File: config.mk
export PLATFORM = sky130hd
export DESIGN_NAME = con_serial_replay
export DESIGN_NICKNAME = d
export VERILOG_FILES = /design/src/rtl/con_replay_pkg.sv /design/src/rtl/con_edge_filter.sv /design/src/rtl/con_serial_replay.sv
export SDC_FILE = /design/constraint.sdc
export NUM_CORES = 1
export LEC_CHECK = 0
export ABC_AREA = 1
export BUFFER_PORTS_ARGS = -buffer_cell sky130_fd_sc_hd__buf_2
export CORE_ASPECT_RATIO = 1.2
export CORE_UTILIZATION = 40
export CTS_BUF_LIST = sky130_fd_sc_hd__clkbuf_8
export CTS_CLUSTER_SIZE = 40
export DETAILED_ROUTE_END_ITERATION = 10
export GPL_ROUTABILITY_DRIVEN = 0
export HOLD_SLACK_MARGIN = 0.1
export SLEW_MARGIN = 10
export SYNTH_ARGS = -nofsm -noshare
export SYNTH_HDL_FRONTEND = slang
export SYNTH_SLANG_ARGS = --single-unit
export TNS_END_PERCENT = 1
File: constraint.sdc
create_clock -name CLK -period 2.1 [get_ports CLK]
set_input_delay 0.105 -clock CLK [delete_from_list [all_inputs] [get_ports CLK]]
set_output_delay 0.105 -clock CLK [all_outputs]
set_load 0.01 [all_outputs]
File: src/rtl/con_replay_pkg.sv
// Shared definitions for the controller-frame replay block.
// Holds the parameter defaults and the shift-state enumeration used by
// con_serial_replay and con_edge_filter.
package con_replay_pkg;

  localparam int NUM_BITS_DEF    = 16;  // SNES pad; NES uses 8
  localparam int SYNC_STAGES_DEF = 2;
  localparam int FILT_CYCLES_DEF = 8;   // ~48 ns at 168 MHz
  localparam int CNT_W_DEF       = 16;

  typedef enum logic [1:0] {
    ST_IDLE,     // frame fully shifted (or none yet), data line released high
    ST_LATCHED,  // console latch high, bit0 presented
    ST_SHIFT     // latch low, advancing one bit per console clock rise
  } state_e;

endpackage

File: src/rtl/con_edge_filter.sv
// Conditions one asynchronous console line.
// A SYNC_STAGES-deep synchroniser feeds a stability counter: the filtered
// level only takes the synchronised value after FILT_CYCLES consecutive
// samples that differ from the current filtered level. Rise/fall pulses are
// registered alongside the filtered level, so they appear on the same edge
// the level changes.
// Ports:
//   clk_i   system clock
//   srst_i  synchronous active-high reset
//   pin_i   raw asynchronous pin
//   level_o filtered level (RESET_VAL after reset)
//   rise_o  1-cycle pulse on filtered 0->1
//   fall_o  1-cycle pulse on filtered 1->0
module con_edge_filter
  import con_replay_pkg::*;
#(
  parameter int   SYNC_STAGES = SYNC_STAGES_DEF,
  parameter int   FILT_CYCLES = FILT_CYCLES_DEF,
  parameter logic RESET_VAL   = 1'b0
) (
  input  logic clk_i,
  input  logic srst_i,
  input  logic pin_i,
  output logic level_o,
  output logic rise_o,
  output logic fall_o
);

  localparam int CW = (FILT_CYCLES > 1) ? $clog2(FILT_CYCLES) : 1;
  localparam logic [CW-1:0] CNT_LAST = CW'(FILT_CYCLES - 1);

  logic [SYNC_STAGES-1:0] sync_q;
  logic [CW-1:0]          cnt_q, cnt_d;
  logic                   level_q, level_d;
  logic                   rise_q, fall_q;
  logic                   synced;

  assign synced = sync_q[SYNC_STAGES-1];

  // cnt_q counts how many samples in a row have disagreed with level_q;
  // any agreeing sample restarts the count, which is what rejects glitches.
  always_comb begin
    level_d = level_q;
    cnt_d   = '0;
    if (synced != level_q) begin
      if (cnt_q == CNT_LAST) begin
        level_d = synced;
      end else begin
        cnt_d = cnt_q + CW'(1);
      end
    end
  end

  always_ff @(posedge clk_i) begin
    if (srst_i) begin
      sync_q  <= {SYNC_STAGES{RESET_VAL}};
      cnt_q   <= '0;
      level_q <= RESET_VAL;
      rise_q  <= 1'b0;
      fall_q  <= 1'b0;
    end else begin
      sync_q  <= {sync_q[SYNC_STAGES-2:0], pin_i};
      cnt_q   <= cnt_d;
      level_q <= level_d;
      rise_q  <= level_d & ~level_q;
      fall_q  <= ~level_d & level_q;
    end
  end

  assign level_o = level_q;
  assign rise_o  = rise_q;
  assign fall_o  = fall_q;

endmodule

File: src/rtl/con_serial_replay.sv
// Replays recorded controller frames onto a SNES-style latch/clock/data pad.
// Each filtered latch rise pulls one word from the upstream frame buffer
// (or repeats the previous word and flags UNDERRUN when none is valid);
// each filtered console clock rise afterwards shifts out the next bit.
// Ports:
//   CLK          168 MHz system clock
//   RESET        synchronous active-high reset
//   CON_LATCH    console latch pin (async)
//   CON_CLK      console clock pin (async, idle high)
//   CON_DATA     pad data, active-low
//   FRAME_DATA   next frame word, bit0 first, 1 = pressed
//   FRAME_VALID  FRAME_DATA valid
//   FRAME_READY  1-cycle transfer pulse
//   UNDERRUN     1-cycle pulse when a latch found no valid word
//   LATCH_COUNT  filtered latch rises, wrapping
module con_serial_replay
  import con_replay_pkg::*;
#(
  parameter int NUM_BITS    = NUM_BITS_DEF,
  parameter int SYNC_STAGES = SYNC_STAGES_DEF,
  parameter int FILT_CYCLES = FILT_CYCLES_DEF,
  parameter int CNT_W       = CNT_W_DEF
) (
  input  logic                CLK,
  input  logic                RESET,
  input  logic                CON_LATCH,
  input  logic                CON_CLK,
  output logic                CON_DATA,
  input  logic [NUM_BITS-1:0] FRAME_DATA,
  input  logic                FRAME_VALID,
  output logic                FRAME_READY,
  output logic                UNDERRUN,
  output logic [CNT_W-1:0]    LATCH_COUNT
);

  localparam int BIDX_W = $clog2(NUM_BITS + 1);
  localparam logic [BIDX_W-1:0] LAST_IDX = BIDX_W'(NUM_BITS - 1);
  localparam logic [BIDX_W-1:0] IDLE_IDX = BIDX_W'(NUM_BITS);

  logic latch_lvl, latch_rise, latch_fall;
  logic clk_rise, clk_lvl_unused, clk_fall_unused;

  con_edge_filter #(
    .SYNC_STAGES(SYNC_STAGES), .FILT_CYCLES(FILT_CYCLES), .RESET_VAL(1'b0)
  ) u_latch_filt (
    .clk_i(CLK), .srst_i(RESET), .pin_i(CON_LATCH),
    .level_o(latch_lvl), .rise_o(latch_rise), .fall_o(latch_fall)
  );

  con_edge_filter #(
    .SYNC_STAGES(SYNC_STAGES), .FILT_CYCLES(FILT_CYCLES), .RESET_VAL(1'b1)
  ) u_clk_filt (
    .clk_i(CLK), .srst_i(RESET), .pin_i(CON_CLK),
    .level_o(clk_lvl_unused), .rise_o(clk_rise), .fall_o(clk_fall_unused)
  );

  state_e                state_q, state_d;
  logic [NUM_BITS-1:0]   shreg_q, shreg_d;
  logic [BIDX_W-1:0]     bit_idx_q, bit_idx_d, next_idx;
  logic                  data_q, data_d;
  logic                  underrun_q, underrun_d;
  logic [CNT_W-1:0]      cnt_q, cnt_d;
  logic [NUM_BITS-1:0]   load_word;
  logic                  next_bit;

  // Bit that the next clock rise will present.
  always_comb begin
    next_idx = bit_idx_q + BIDX_W'(1);
    next_bit = 1'b0;
    for (int i = 0; i < NUM_BITS; i++) begin
      if (next_idx == BIDX_W'(i)) next_bit = shreg_q[i];
    end
  end

  // On underrun the previous frame is replayed rather than sending zeros.
  assign load_word = FRAME_VALID ? FRAME_DATA : shreg_q;

  always_comb begin
    state_d    = state_q;
    shreg_d    = shreg_q;
    bit_idx_d  = bit_idx_q;
    data_d     = data_q;
    underrun_d = 1'b0;
    cnt_d      = cnt_q;
    if (latch_rise) begin
      // Latch wins over a coincident clock rise and aborts any shift.
      state_d    = ST_LATCHED;
      shreg_d    = load_word;
      bit_idx_d  = '0;
      data_d     = ~load_word[0];
      underrun_d = ~FRAME_VALID;
      cnt_d      = cnt_q + CNT_W'(1);
    end else begin
      if (state_q == ST_LATCHED && latch_fall) state_d = ST_SHIFT;
      // Level check (not state) so a clock rise in the cycle right after
      // the latch falls is still honoured.
      if (clk_rise && !latch_lvl && state_q != ST_IDLE) begin
        if (bit_idx_q == LAST_IDX) begin
          bit_idx_d = IDLE_IDX;
          data_d    = 1'b1;
          state_d   = ST_IDLE;
        end else begin
          bit_idx_d = next_idx;
          data_d    = ~next_bit;
        end
      end
    end
  end

  always_ff @(posedge CLK) begin
    if (RESET) begin
      state_q    <= ST_IDLE;
      shreg_q    <= '0;
      bit_idx_q  <= IDLE_IDX;
      data_q     <= 1'b1;
      underrun_q <= 1'b0;
      cnt_q      <= '0;
    end else begin
      state_q    <= state_d;
      shreg_q    <= shreg_d;
      bit_idx_q  <= bit_idx_d;
      data_q     <= data_d;
      underrun_q <= underrun_d;
      cnt_q      <= cnt_d;
    end
  end

  assign CON_DATA    = data_q;
  assign FRAME_READY = latch_rise;
  assign UNDERRUN    = underrun_q;
  assign LATCH_COUNT = cnt_q;

endmodule
==> flow_metrics.env <==
export IMPL_end_kind="flip-flop"
export IMPL_period_minus_slack_ns=1.94
export IMPL_drtIter0Drc=65
export IMPL_grt_ovfl_total=0
export IMPL_hp_class="input pin to flip-flop"
export IMPL_drive_gt1_share_pct=21.3
export IMPL_status="finished, final reports clean"
export IMPL_required_ns=2.31
export IMPL_drt_wl_total_um=5420
export IMPL_slew_violations=0
export IMPL_path_class="flip-flop to flip-flop"
export IMPL_maxCapViolCount=0
export IMPL_rsz0062_at_grt="true"
export IMPL_vias=2313
export IMPL_synth_top_cell_area_share_pct=43.8
export IMPL_yosys_warnings=0
export IMPL_fmax_ghz=0.516
export IMPL_startpoint_type="flip-flop"
export IMPL_yosys_top_cells_area="dfxtp_1, nand2_1, inv_1"
export IMPL_clk_latency_ns=0.30
export IMPL_avgSynthCellArea_um2=7.32
export IMPL_clock_sinks=56
export IMPL_path_max_fanout=4
export IMPL_reg2reg_slack_ns=0.16
export IMPL_synth_seq_cells=56
export IMPL_num_rows=31
export IMPL_diodes=0
export IMPL_setup_viol=0
export IMPL_grt_pass1_vias=2110
export IMPL_netlist_instances=350
export IMPL_placed_area_mm2=0.00286
export IMPL_viasPerCell=4.64
export IMPL_dp_final_hpwl_um=3890
export IMPL_cts_tree="built"
export IMPL_syn_area_mm2=0.00256
export IMPL_fin_nets=448
export IMPL_num_io_pins=40
export IMPL_die_h_um=89.7
export IMPL_relSlewSlack_pct=69.3
export IMPL_path_clk_slew_ns=0.09
export IMPL_wl_per_cell_um=10.9
export IMPL_clockRootBuffer="clkbuf_8"
export IMPL_yosysSeqAreaShare_pct=43.8
export IMPL_dieArea_mm2=0.00673
export IMPL_postRouteAntennaNets=0
export IMPL_grt_use_total_pct=16.8
export IMPL_leakage_uw=0.00138
export IMPL_cts_buffers=5
export IMPL_syn_num_nets=382
export IMPL_reg2reg_depth=13
export IMPL_htree_num_levels=2
export IMPL_powerDensity_mw_per_mm2=595
export IMPL_firstDrtPassIters=4
export IMPL_io_buffers=39
export IMPL_fin_crit_sh_pct=92.4
export IMPL_antenna_found_initial=0
export IMPL_fin_skew_ns=0.00178
export IMPL_grt_pass1_wl_um=8610
export IMPL_grt_start_max_net_pins=17
export IMPL_synth_top_area_cell="dfxtp_1"
export IMPL_irDropWorstVdd_mv=0.343
export IMPL_final_hold_viol_count=0
export IMPL_worst_hold_slack_ns=0.137
export IMPL_clock_path_buffers=2
export IMPL_crit_arrival_ns=2.15
export IMPL_core_area_mm2=0.00609
export IMPL_synthDistinctLibCells=31
export IMPL_drc=0
export IMPL_die_w_um=75.0
export IMPL_areaGrowthSynthToFinish_pct=25.8
export IMPL_design_area_mm2=0.00322
export IMPL_worst_pin_slew_ns=0.457
export IMPL_whs_path_depth=2
export IMPL_start_util_pct=42.1
-- flip-flops by register name, indices dropped and copies added, names as in the netlist, 2 cells and up --
register,flops
LATCH_COUNT,16
shreg_q,16
bit_idx_q,5
u_clk_filt.cnt_q,3
u_latch_filt.cnt_q,3
state_q,2
u_clk_filt.sync_q,2
u_latch_filt.sync_q,2
-- where the power goes --
| group | internal, uW | total [uW] | leakage (uW) | switching, uW |
|---|---|---|---|---|
| Sequential | 1070 | 1070 | 0.000454 | 4.43 |
| Combinational | 49.8 | 89.6 | 0.000865 | 39.8 |
| Clock | 421 | 755 | 0.0000645 | 334 |
-- worst paths after layout --
path                                      from                                end
max reg2reg        LATCH_COUNT[1]$_SDFFE_PP0P_       LATCH_COUNT[14]$_SDFFE_PP0P_
min                                      RESET  u_latch_filt.sync_q[0]$_SDFF_PP0_
max                LATCH_COUNT[1]$_SDFFE_PP0P_       LATCH_COUNT[14]$_SDFFE_PP0P_
min reg2reg  u_latch_filt.sync_q[0]$_SDFF_PP0_  u_latch_filt.sync_q[1]$_SDFF_PP0_
-- synthesized netlist by cell type, drive strengths merged --
| cell type | n |
|---|---|
| nor2 | 53 |
| ha | 11 |
| nand2 | 67 |
| o21ai | 25 |
| buf | 4 |
| dfxtp | 56 |
| o21a | 1 |
| clkinv | 3 |
| a211oi | 1 |
| clkbuf | 3 |
| nor4 | 1 |
| inv | 55 |
| or3 | 1 |
| or2 | 2 |
| a21oi | 29 |
| o31ai | 1 |
| nand3 | 18 |
| nand4 | 2 |
| nor3 | 13 |
| a31o | 1 |
| o211ai | 3 |
-- metal layers --
metal	track usage, %	share of wire (%)
met5	0	0
met4	7.72	2.9
met3	3.68	3.5
met1	18.4	44
met2	30.6	50
-- what timing repair did --
action                                 in CTS  in global routing
resized for setup                           0                 10
endpoints found under the hold margin      18                  0
buffers inserted                            0                  3
hold buffers                               18                  0
setup endpoints to repair                   0                  2
-- cell families after synthesis --
kind of cell / Yosys count / synth area share, %
flip-flops: 56 / 43.8
buffers and inverters: 65 / 10.2
adder cells (fa/ha/maj): 11 / 5.37
AO/OA/AOI/OAI: 61 / 12.7
AND/OR/NAND/NOR: 157 / 28.0
-- final cells by class --
cell class / instances / area (um2)
clock buffer: 7 / 96.3
clock inverter: 1 / 30.0
fill: 598 / 2870
inverter: 58 / 218
multi-input combinational: 229 / 1200
sequential: 56 / 1130
tap: 82 / 103
timing repair buffer: 66 / 443
-- through the flow --
| step | TNS (ns) | total power [uW] | instances | setup WS, ns | util, % |
|---|---|---|---|---|---|
| floorplan | 0 | 1130 | 350 | 0.261 | - |
| global placement | 0 | 1160 | 470 | 0.180 | 47.0 |
| detailed placement | 0 | 1160 | 470 | 0.115 | 47.0 |
| CTS | 0 | 1950 | 496 | 0.0932 | 52.0 |
| global route | -0.0681 | 1990 | 499 | -0.0681 | 52.9 |
| finish | 0 | 1920 | 499 | 0.161 | 52.9 |
-- layout by cell type (no fill, tap or decap), drive strengths merged, types with 2 or more instances in the layout --
master and count:
o21ai 25, a21oi 29, nor3 13, dfxtp 56, clkbuf 7, ha 11, nand4 2, nor2 53
or2 2, nand2 67, clkinv 3, inv 55, o211ai 3, buf 48, nand3 18, dlygate4sd3 18
-- critical path, cell delays in order, from the launching register on --
cell and delay [ns]:
dfxtp_1 0.39, ha_2 0.23, nand3_4 0.09, nor2_4 0.10, nand2_2 0.06, nor2_2 0.10, nand2_1 0.09, nor2_2 0.11
nand2_1 0.11, nor3_4 0.17, nand3_2 0.10, nor2_2 0.11, a21oi_1 0.07, o21a_1 0.10
(Power assumes the default switching activity.)
